**src/rtl/uart_fx_master_if.sv**
```systemverilog
`default_nettype none
// ============================================================================
// Module   : uart_fx_master_if
// Purpose  : UART byte stream and fx_bus master signals of uart_fx_master.
// Revision : 1.0 - initial release
// ============================================================================
interface uart_fx_master_if;
    logic [7:0]  rx_data;
    logic        rx_vld;
    logic [7:0]  tx_data;
    logic        tx_vld;
    logic        tx_busy;
    logic        ufx_wr;
    logic [7:0]  ufx_data;
    logic [21:0] ufx_waddr;
    logic        ufx_rd;
    logic [21:0] ufx_raddr;
    logic [7:0]  ufx_q;

    modport master (
        input  rx_data, rx_vld, tx_busy, ufx_q,
        output tx_data, tx_vld, ufx_wr, ufx_data, ufx_waddr, ufx_rd, ufx_raddr
    );

    modport slave (
        output rx_data, rx_vld, tx_busy, ufx_q,
        input  tx_data, tx_vld, ufx_wr, ufx_data, ufx_waddr, ufx_rd, ufx_raddr
    );
endinterface
`default_nettype wire

```
**src/rtl/uart_fx_master.sv**
```systemverilog
`default_nettype none
// ============================================================================
// Module   : uart_fx_master
// Purpose  : Parses UART byte frames into single fx_bus writes/reads and
//            returns one reply byte per frame. Optional macro FX_CHKSUM_EN
//            adds a trailing XOR checksum byte to every frame.
// Revision : 1.0 - initial release
// ============================================================================
module uart_fx_master #(
    parameter int TIMEOUT = 50000,
    parameter int RD_LAT  = 2
) (
    input  wire logic        clk_sys,
    input  wire logic        rst_n,
    uart_fx_master_if.master bus
);
    localparam int                c_TO_W     = (TIMEOUT > 1) ? $clog2(TIMEOUT) : 1;
    localparam logic [c_TO_W-1:0] c_TO_LAST  = c_TO_W'(TIMEOUT - 1);
    localparam logic [2:0]        c_LAT_LAST = 3'(RD_LAT - 1);
    localparam logic [7:0]        c_SYNC     = 8'h5A;
    localparam logic [7:0]        c_CMD_WR   = 8'h01;
    localparam logic [7:0]        c_CMD_RD   = 8'h02;
    localparam logic [7:0]        c_ACK      = 8'hAA;
    localparam logic [7:0]        c_NAK      = 8'hEE;

    typedef enum logic [3:0] {
        S_IDLE = 4'd0,
        S_CMD  = 4'd1,
        S_A2   = 4'd2,
        S_A1   = 4'd3,
        S_A0   = 4'd4,
        S_DAT  = 4'd5,
        S_CHK  = 4'd6,
        S_EXEC = 4'd7,
        S_RDW  = 4'd8,
        S_TX   = 4'd9
    } state_t;

`ifdef FX_CHKSUM_EN
    localparam state_t c_PAYLOAD_END = S_CHK;
    logic [7:0] r_chk, w_chk_nxt;
`else
    localparam state_t c_PAYLOAD_END = S_EXEC;
`endif

    state_t            r_state, w_nxt;
    logic              r_is_rd, w_is_rd_nxt;
    logic [21:0]       r_addr, w_addr_nxt;
    logic [7:0]        r_dat, w_dat_nxt;
    logic [7:0]        r_reply, w_reply_nxt;
    logic [2:0]        r_lat, w_lat_nxt;
    logic [c_TO_W-1:0] r_tocnt;
    logic              w_to_inc;
    logic              w_enter_exec;
    logic              w_tx_vld;
    logic              r_wr, r_rd;
    logic [21:0]       r_waddr, r_raddr;
    logic [7:0]        r_wdata;

    always_comb begin
        w_nxt        = r_state;
        w_is_rd_nxt  = r_is_rd;
        w_addr_nxt   = r_addr;
        w_dat_nxt    = r_dat;
        w_reply_nxt  = r_reply;
        w_lat_nxt    = r_lat;
        w_to_inc     = 1'b0;
        w_tx_vld     = 1'b0;
`ifdef FX_CHKSUM_EN
        w_chk_nxt    = r_chk;
`endif
        unique case (r_state)
            S_IDLE: begin
                if (bus.rx_vld && bus.rx_data == c_SYNC) begin
                    w_nxt = S_CMD;
`ifdef FX_CHKSUM_EN
                    w_chk_nxt = 8'h00;
`endif
                end
            end
            S_CMD, S_A2, S_A1, S_A0, S_DAT, S_CHK: begin
                // A byte in the expiry cycle takes precedence over the timeout.
                if (bus.rx_vld) begin
`ifdef FX_CHKSUM_EN
                    w_chk_nxt = r_chk ^ bus.rx_data;
`endif
                    unique case (r_state)
                        S_CMD: begin
                            if (bus.rx_data == c_CMD_WR || bus.rx_data == c_CMD_RD) begin
                                w_is_rd_nxt = bus.rx_data[1];
                                w_nxt       = S_A2;
                            end else begin
                                w_reply_nxt = c_NAK;
                                w_nxt       = S_TX;
                            end
                        end
                        S_A2: begin
                            w_addr_nxt[21:16] = bus.rx_data[5:0];
                            w_nxt             = S_A1;
                        end
                        S_A1: begin
                            w_addr_nxt[15:8] = bus.rx_data;
                            w_nxt            = S_A0;
                        end
                        S_A0: begin
                            w_addr_nxt[7:0] = bus.rx_data;
                            w_nxt           = r_is_rd ? c_PAYLOAD_END : S_DAT;
                        end
                        S_DAT: begin
                            w_dat_nxt = bus.rx_data;
                            w_nxt     = c_PAYLOAD_END;
                        end
                        default: begin
`ifdef FX_CHKSUM_EN
                            if (bus.rx_data == r_chk) begin
                                w_nxt = S_EXEC;
                            end else begin
                                w_reply_nxt = c_NAK;
                                w_nxt       = S_TX;
                            end
`else
                            w_nxt = S_IDLE;
`endif
                        end
                    endcase
                end else if (r_tocnt == c_TO_LAST) begin
                    w_nxt = S_IDLE;
                end else begin
                    w_to_inc = 1'b1;
                end
            end
            S_EXEC: begin
                if (r_is_rd) begin
                    w_lat_nxt = 3'd0;
                    w_nxt     = S_RDW;
                end else begin
                    w_reply_nxt = c_ACK;
                    w_nxt       = S_TX;
                end
            end
            S_RDW: begin
                if (r_lat == c_LAT_LAST) begin
                    w_reply_nxt = bus.ufx_q;
                    w_nxt       = S_TX;
                end else begin
                    w_lat_nxt = r_lat + 3'd1;
                end
            end
            S_TX: begin
                if (!bus.tx_busy) begin
                    w_tx_vld = 1'b1;
                    w_nxt    = S_IDLE;
                end
            end
            default: w_nxt = S_IDLE;
        endcase
        w_enter_exec = (w_nxt == S_EXEC) && (r_state != S_EXEC);
    end

    always_ff @(posedge clk_sys or negedge rst_n) begin
        if (!rst_n) r_state <= S_IDLE;
        else        r_state <= w_nxt;
    end

    always_ff @(posedge clk_sys or negedge rst_n) begin
        if (!rst_n) begin
            r_is_rd <= 1'b0;
            r_addr  <= '0;
            r_dat   <= '0;
            r_reply <= '0;
            r_lat   <= '0;
            r_tocnt <= '0;
            r_wr    <= 1'b0;
            r_rd    <= 1'b0;
            r_waddr <= '0;
            r_wdata <= '0;
            r_raddr <= '0;
`ifdef FX_CHKSUM_EN
            r_chk   <= '0;
`endif
        end else begin
            r_is_rd <= w_is_rd_nxt;
            r_addr  <= w_addr_nxt;
            r_dat   <= w_dat_nxt;
            r_reply <= w_reply_nxt;
            r_lat   <= w_lat_nxt;
            r_tocnt <= w_to_inc ? r_tocnt + 1'b1 : '0;
`ifdef FX_CHKSUM_EN
            r_chk   <= w_chk_nxt;
`endif
            // Bus outputs load on the edge entering EXEC so the strobe and its
            // address/data appear together and then hold until the next strobe.
            r_wr <= w_enter_exec && !r_is_rd;
            r_rd <= w_enter_exec && r_is_rd;
            if (w_enter_exec) begin
                if (r_is_rd) begin
                    r_raddr <= w_addr_nxt;
                end else begin
                    r_waddr <= w_addr_nxt;
                    r_wdata <= w_dat_nxt;
                end
            end
        end
    end

    assign bus.tx_data   = r_reply;
    assign bus.tx_vld    = w_tx_vld;
    assign bus.ufx_wr    = r_wr;
    assign bus.ufx_data  = r_wdata;
    assign bus.ufx_waddr = r_waddr;
    assign bus.ufx_rd    = r_rd;
    assign bus.ufx_raddr = r_raddr;
endmodule
`default_nettype wire

```
**src/flat_wrapper.sv**
```systemverilog
// flat-port wrapper written by rule: the top's interface ports become plain ports
module uart_fx_master_flat 
#(
    parameter int TIMEOUT = 50000,
    parameter int RD_LAT  = 2
)
  (clk_sys, rst_n, bus_rx_data, bus_rx_vld, bus_tx_busy, bus_ufx_q, bus_tx_data, bus_tx_vld, bus_ufx_wr, bus_ufx_data, bus_ufx_waddr, bus_ufx_rd, bus_ufx_raddr);
  uart_fx_master_if bus_i ();
  input  wire logic clk_sys;
  input  wire logic rst_n;
  input wire logic [$bits(bus_i.rx_data)-1:0] bus_rx_data;
  input wire logic [$bits(bus_i.rx_vld)-1:0] bus_rx_vld;
  input wire logic [$bits(bus_i.tx_busy)-1:0] bus_tx_busy;
  input wire logic [$bits(bus_i.ufx_q)-1:0] bus_ufx_q;
  output wire logic [$bits(bus_i.tx_data)-1:0] bus_tx_data;
  output wire logic [$bits(bus_i.tx_vld)-1:0] bus_tx_vld;
  output wire logic [$bits(bus_i.ufx_wr)-1:0] bus_ufx_wr;
  output wire logic [$bits(bus_i.ufx_data)-1:0] bus_ufx_data;
  output wire logic [$bits(bus_i.ufx_waddr)-1:0] bus_ufx_waddr;
  output wire logic [$bits(bus_i.ufx_rd)-1:0] bus_ufx_rd;
  output wire logic [$bits(bus_i.ufx_raddr)-1:0] bus_ufx_raddr;
  assign bus_i.rx_data = bus_rx_data;
  assign bus_i.rx_vld = bus_rx_vld;
  assign bus_i.tx_busy = bus_tx_busy;
  assign bus_i.ufx_q = bus_ufx_q;
  assign bus_tx_data = bus_i.tx_data;
  assign bus_tx_vld = bus_i.tx_vld;
  assign bus_ufx_wr = bus_i.ufx_wr;
  assign bus_ufx_data = bus_i.ufx_data;
  assign bus_ufx_waddr = bus_i.ufx_waddr;
  assign bus_ufx_rd = bus_i.ufx_rd;
  assign bus_ufx_raddr = bus_i.ufx_raddr;
  uart_fx_master #(.TIMEOUT(TIMEOUT), .RD_LAT(RD_LAT)) u_core (.clk_sys(clk_sys), .rst_n(rst_n), .bus(bus_i));
endmodule
```
**config.mk**
```make
export PLATFORM = sky130hd
export DESIGN_NAME = uart_fx_master_flat
export DESIGN_NICKNAME = d
export VERILOG_FILES = /design/src/rtl/uart_fx_master_if.sv /design/src/rtl/uart_fx_master.sv /design/src/flat_wrapper.sv
export SDC_FILE = /design/constraint.sdc
export NUM_CORES = 1
export LEC_CHECK = 0
export ABC_AREA = 1
export ABC_CLOCK_PERIOD_IN_PS = 3300
export CAP_MARGIN = 10
export CORE_MARGIN = 2
export CORE_UTILIZATION = 57
export DETAILED_ROUTE_END_ITERATION = 6
export PLACE_DENSITY = 0.84
export REMOVE_ABC_BUFFERS = 1
export SYNTH_ARGS = -nofsm -noshare
export SYNTH_HDL_FRONTEND = slang
export SYNTH_SLANG_ARGS = --single-unit
```
**constraint.sdc**
```tcl
create_clock -name clk_sys -period 3.3 [get_ports clk_sys]
set_clock_uncertainty 0.1 [all_clocks]
set_input_delay 0.495 -clock clk_sys [delete_from_list [all_inputs] [get_ports clk_sys]]
set_output_delay 0.495 -clock clk_sys [all_outputs]
set_load 0.05 [all_outputs]
```
==> impl_metrics.toml <==
[sta]
hold_violations = 0
post-route-period-util = 0.899
whs_ns = 0.371
worst_pin_slew_ns = 0.664
maxSlewHeadroom = 0.556
grt_setup_unrepaired = "false"
setup-tns-final_ns = 0
drv_slew = 0
setup_viol = 0
period_minus_slack_ns = 2.97
fmax_mhz = 337

[clock_tree]
cts.sinks = 116
cts.htree.levels = 4
cts_tree = "done"
cts-root-buf = "clkbuf_8"
clockBufferDepth = 2
clk_latency_ns = 0.51
cts-buffers-inserted = 17
clkSlewWorstSetupHoldPaths_ns = 0.06

[setup_path]
critPathTopFamily = "buffers and inverters"
cp_max_fo = 5
arrival_ns = 2.37
reg2reg_depth = 7
crit_required_ns = 2.70
cpPeakStageDelay_ns = 0.88
crit-reg2reg-launch = "u_core.r_state[2]"
crit_buf_inv = 2
startpoint_type = "register"
r2r_end = "u_core.bus.ufx_data[4]"
r2r_slack_ns = 0.77
end_kind = "primary output"
path_class = "reg -> out"
slowest_stage = "clkdlybuf4s50_1"
path_cells = "inv_1 -> nand2_1 -> nor4_1 -> clkdlybuf4s50_1"

[synthesis]
synthTopCellsByArea = "dfrtp_1 (57%), nand2_1 (15%), nand4_1 (7.2%), o21ai_0 (4.0%), inv_1 (3.0%)"
yosys_warnings = 0
synth_area_sq_um = 5060
synth-adder-area-share = 0.00741
syn_area_per_cell_sq_um = 8.58
synthDominantCellAreaShare = 0.573
synth-compound-area-share = 0.0709
synth_top_family_by_area = "simple AND/OR/NAND/NOR gates"
synthXorXnorAreaFrac = 0.00346
synthMuxAreaShare = 0
yosys.area_share.simple = 0.290
ys_seq_elements = 116
synth_top_area_cell = "dfrtp_1"
ys_seq_area_frac = 0.573
syn_inst = 590
synth_cell_types = 27

[layout]
fin_area_sq_um = 6560
drive_gt1_frac = 0.0754
insertedDiodeCount = 0
area_growth_pct = 29.5
nNetsFinal = 700

[hold_path]
min_path_type = "reg -> reg"
holdPathEnd = "u_core.r_tocnt[0]"
whs_path_depth = 1
worstHoldStart = "u_core.r_tocnt[0]"

[global_route]
grt_pass1_wl_mm = 22.1
overflow = 0
grt_antenna_before_repair = 0
grt_pass1_vias = 4628
grt_use_total = 0.286
grt_max_degree = 72

[die]
start_util = 0.584
die_x_microns = 98.3
dieArea_sq_um = 9660
core_sq_um = 8680
die_h_microns = 98.3
std_cell_rows = 34
ios = 83

[placement]
portBuffers = 82
placed_cell_area_sq_um = 6000
routabilityCongestion = 0.900
dpl.hpwl_mm = 8.25

[detailed_routing]
first_pass_iters = 6
wire_per_inst_microns = 16.2
dr_total_vias = 4665
drtIter0Drc = 298
ant_nets = 0
wl_mm = 12.9
drcViolationCount = 0
viasPerCell = 5.85

[power_and_ir_drop]
irDropWorstVdd_mv = 0.375
power.leakage_nw = 3.25
cellPowerDensity_nw_per_um2 = 554

[job]
maxCapViolCount = 0

[run_status]
outcome = "finished, final reports clean"
## how the worst max path moves through the flow
stage / from / to / slack, ns / depth (start not counted)
2_1_floorplan: u_core.r_is_rd / u_core.bus.ufx_data[0] / 0.04 / 8
3_3_place_gp: bus_tx_busy / bus_tx_vld / 0.55 / 3
3_5_place_dp: bus_tx_busy / bus_tx_vld / 0.50 / 3
4_1_cts: u_core.r_state[1] / bus_tx_vld / 0.35 / 4
5_1_grt: u_core.r_state[1] / bus_tx_vld / 0.28 / 4
6_report: u_core.r_state[1] / bus_tx_vld / 0.33 / 4
## cells in the mapped netlist
library cell  number
nand2_1          208
dfrtp_1          116
nand4_1           58
inv_1             41
o21ai_0           40
nor2_1            37
nand3_1           21
buf_2             18
a21oi_1           10
clkbuf_1           7
nor3_1             6
o21ai_1            4
o22a_1             4
ha_1               3
inv_2              2
nor2_2             2
nor4_1             2
o21ai_2            2
a31oi_1            1
nand3_2            1
nor2_4             1
o211ai_1           1
o21ai_4            1
o22ai_1            1
or2_2              1
xnor2_1            1
xor2_1             1
## state kept, by name, indices dropped and copies added, names as in the netlist
signal and flops:
u_core.bus.ufx_rd 1, u_core.r_tocnt 16, u_core.bus.ufx_data 8, u_core.r_is_rd 1, u_core.r_state 4, u_core.r_lat 3
u_core.r_addr 22, u_core.bus.ufx_wr 1, u_core.r_dat 8, u_core.bus.ufx_waddr 22, u_core.bus.ufx_raddr 22, u_core.bus.tx_data 8
## report_power, final
part           switching [mW]  internal, mW
logic                   0.308         0.138
clock network           0.674          1.00
registers              0.0343          1.48
total                    1.02          2.62
## cells by family after synthesis
group / after synthesis
fa+ha+maj: 3
simple gates: 337
compound gates: 64
flops: 116
xor+xnor: 2
buf+inv: 68
## timing repair
action | CTS | global route
hold endpoints to repair | 45 | 0
setup buffers | 0 | 0
hold buffers | 1 | 0
resized for setup | 0 | 0
## per-stage QoR
step	worst slack [ns]	instances	util	power, mW
6_report	0.333	798	0.756	3.63
4_1_cts	0.346	798	0.756	3.65
3_5_place_dp	0.500	765	0.692	1.98
5_1_grt	0.277	798	0.756	3.77
2_1_floorplan	0.0411	565	-	1.80
3_3_place_gp	0.548	765	0.692	1.96
## area by class of cell
type                       count  area, sq um
multi-input combinational    406         1880
inverter                      43          161
fill                         572         2120
timing repair buffer          93          928
clock buffer                  18          418
tap                          108          135
clock inverter                14          131
sequential                   116         2900
## per-layer routing
metal	track usage	part of all wire	vias to the layer above
li1	-	-	2133
met1	0.381	0.41	2290
met2	0.460	0.51	204
met3	0.0551	0.056	38
met4	0.131	0.022	0
met5	0	0	-
## layout by cell type, fill, tap and decap left out, types with 2 or more instances in the layout
| cell type | instances |
|---|---|
| inv_2 | 2 |
| clkbuf_16 | 16 |
| clkinvlp_4 | 7 |
| o21ai_0 | 40 |
| inv_1 | 41 |
| ha_1 | 3 |
| o21ai_2 | 2 |
| clkinv_4 | 3 |
| nor2_1 | 37 |
| a21oi_1 | 10 |
| nand4_1 | 58 |
| dfrtp_1 | 116 |
| nor3_1 | 6 |
| o22a_1 | 4 |
| buf_4 | 9 |
| o21ai_1 | 4 |
| nor2_2 | 2 |
| nor4_1 | 2 |
| nand3_1 | 21 |
| nand2_1 | 208 |
| inv_6 | 2 |
| buf_12 | 2 |
| clkdlybuf4s50_1 | 81 |
## worst register-to-register path, cell delays in order (launching register included)
cell     delay [ns]
dfrtp_1        0.44
nor2_1         0.21
nand2_1        0.15
o21ai_4        0.15
nand4_1        0.58
o21ai_0        0.55
nand4_1        0.17
nand2_1        0.12
Note: power is estimated with default switching activity, not from simulation.
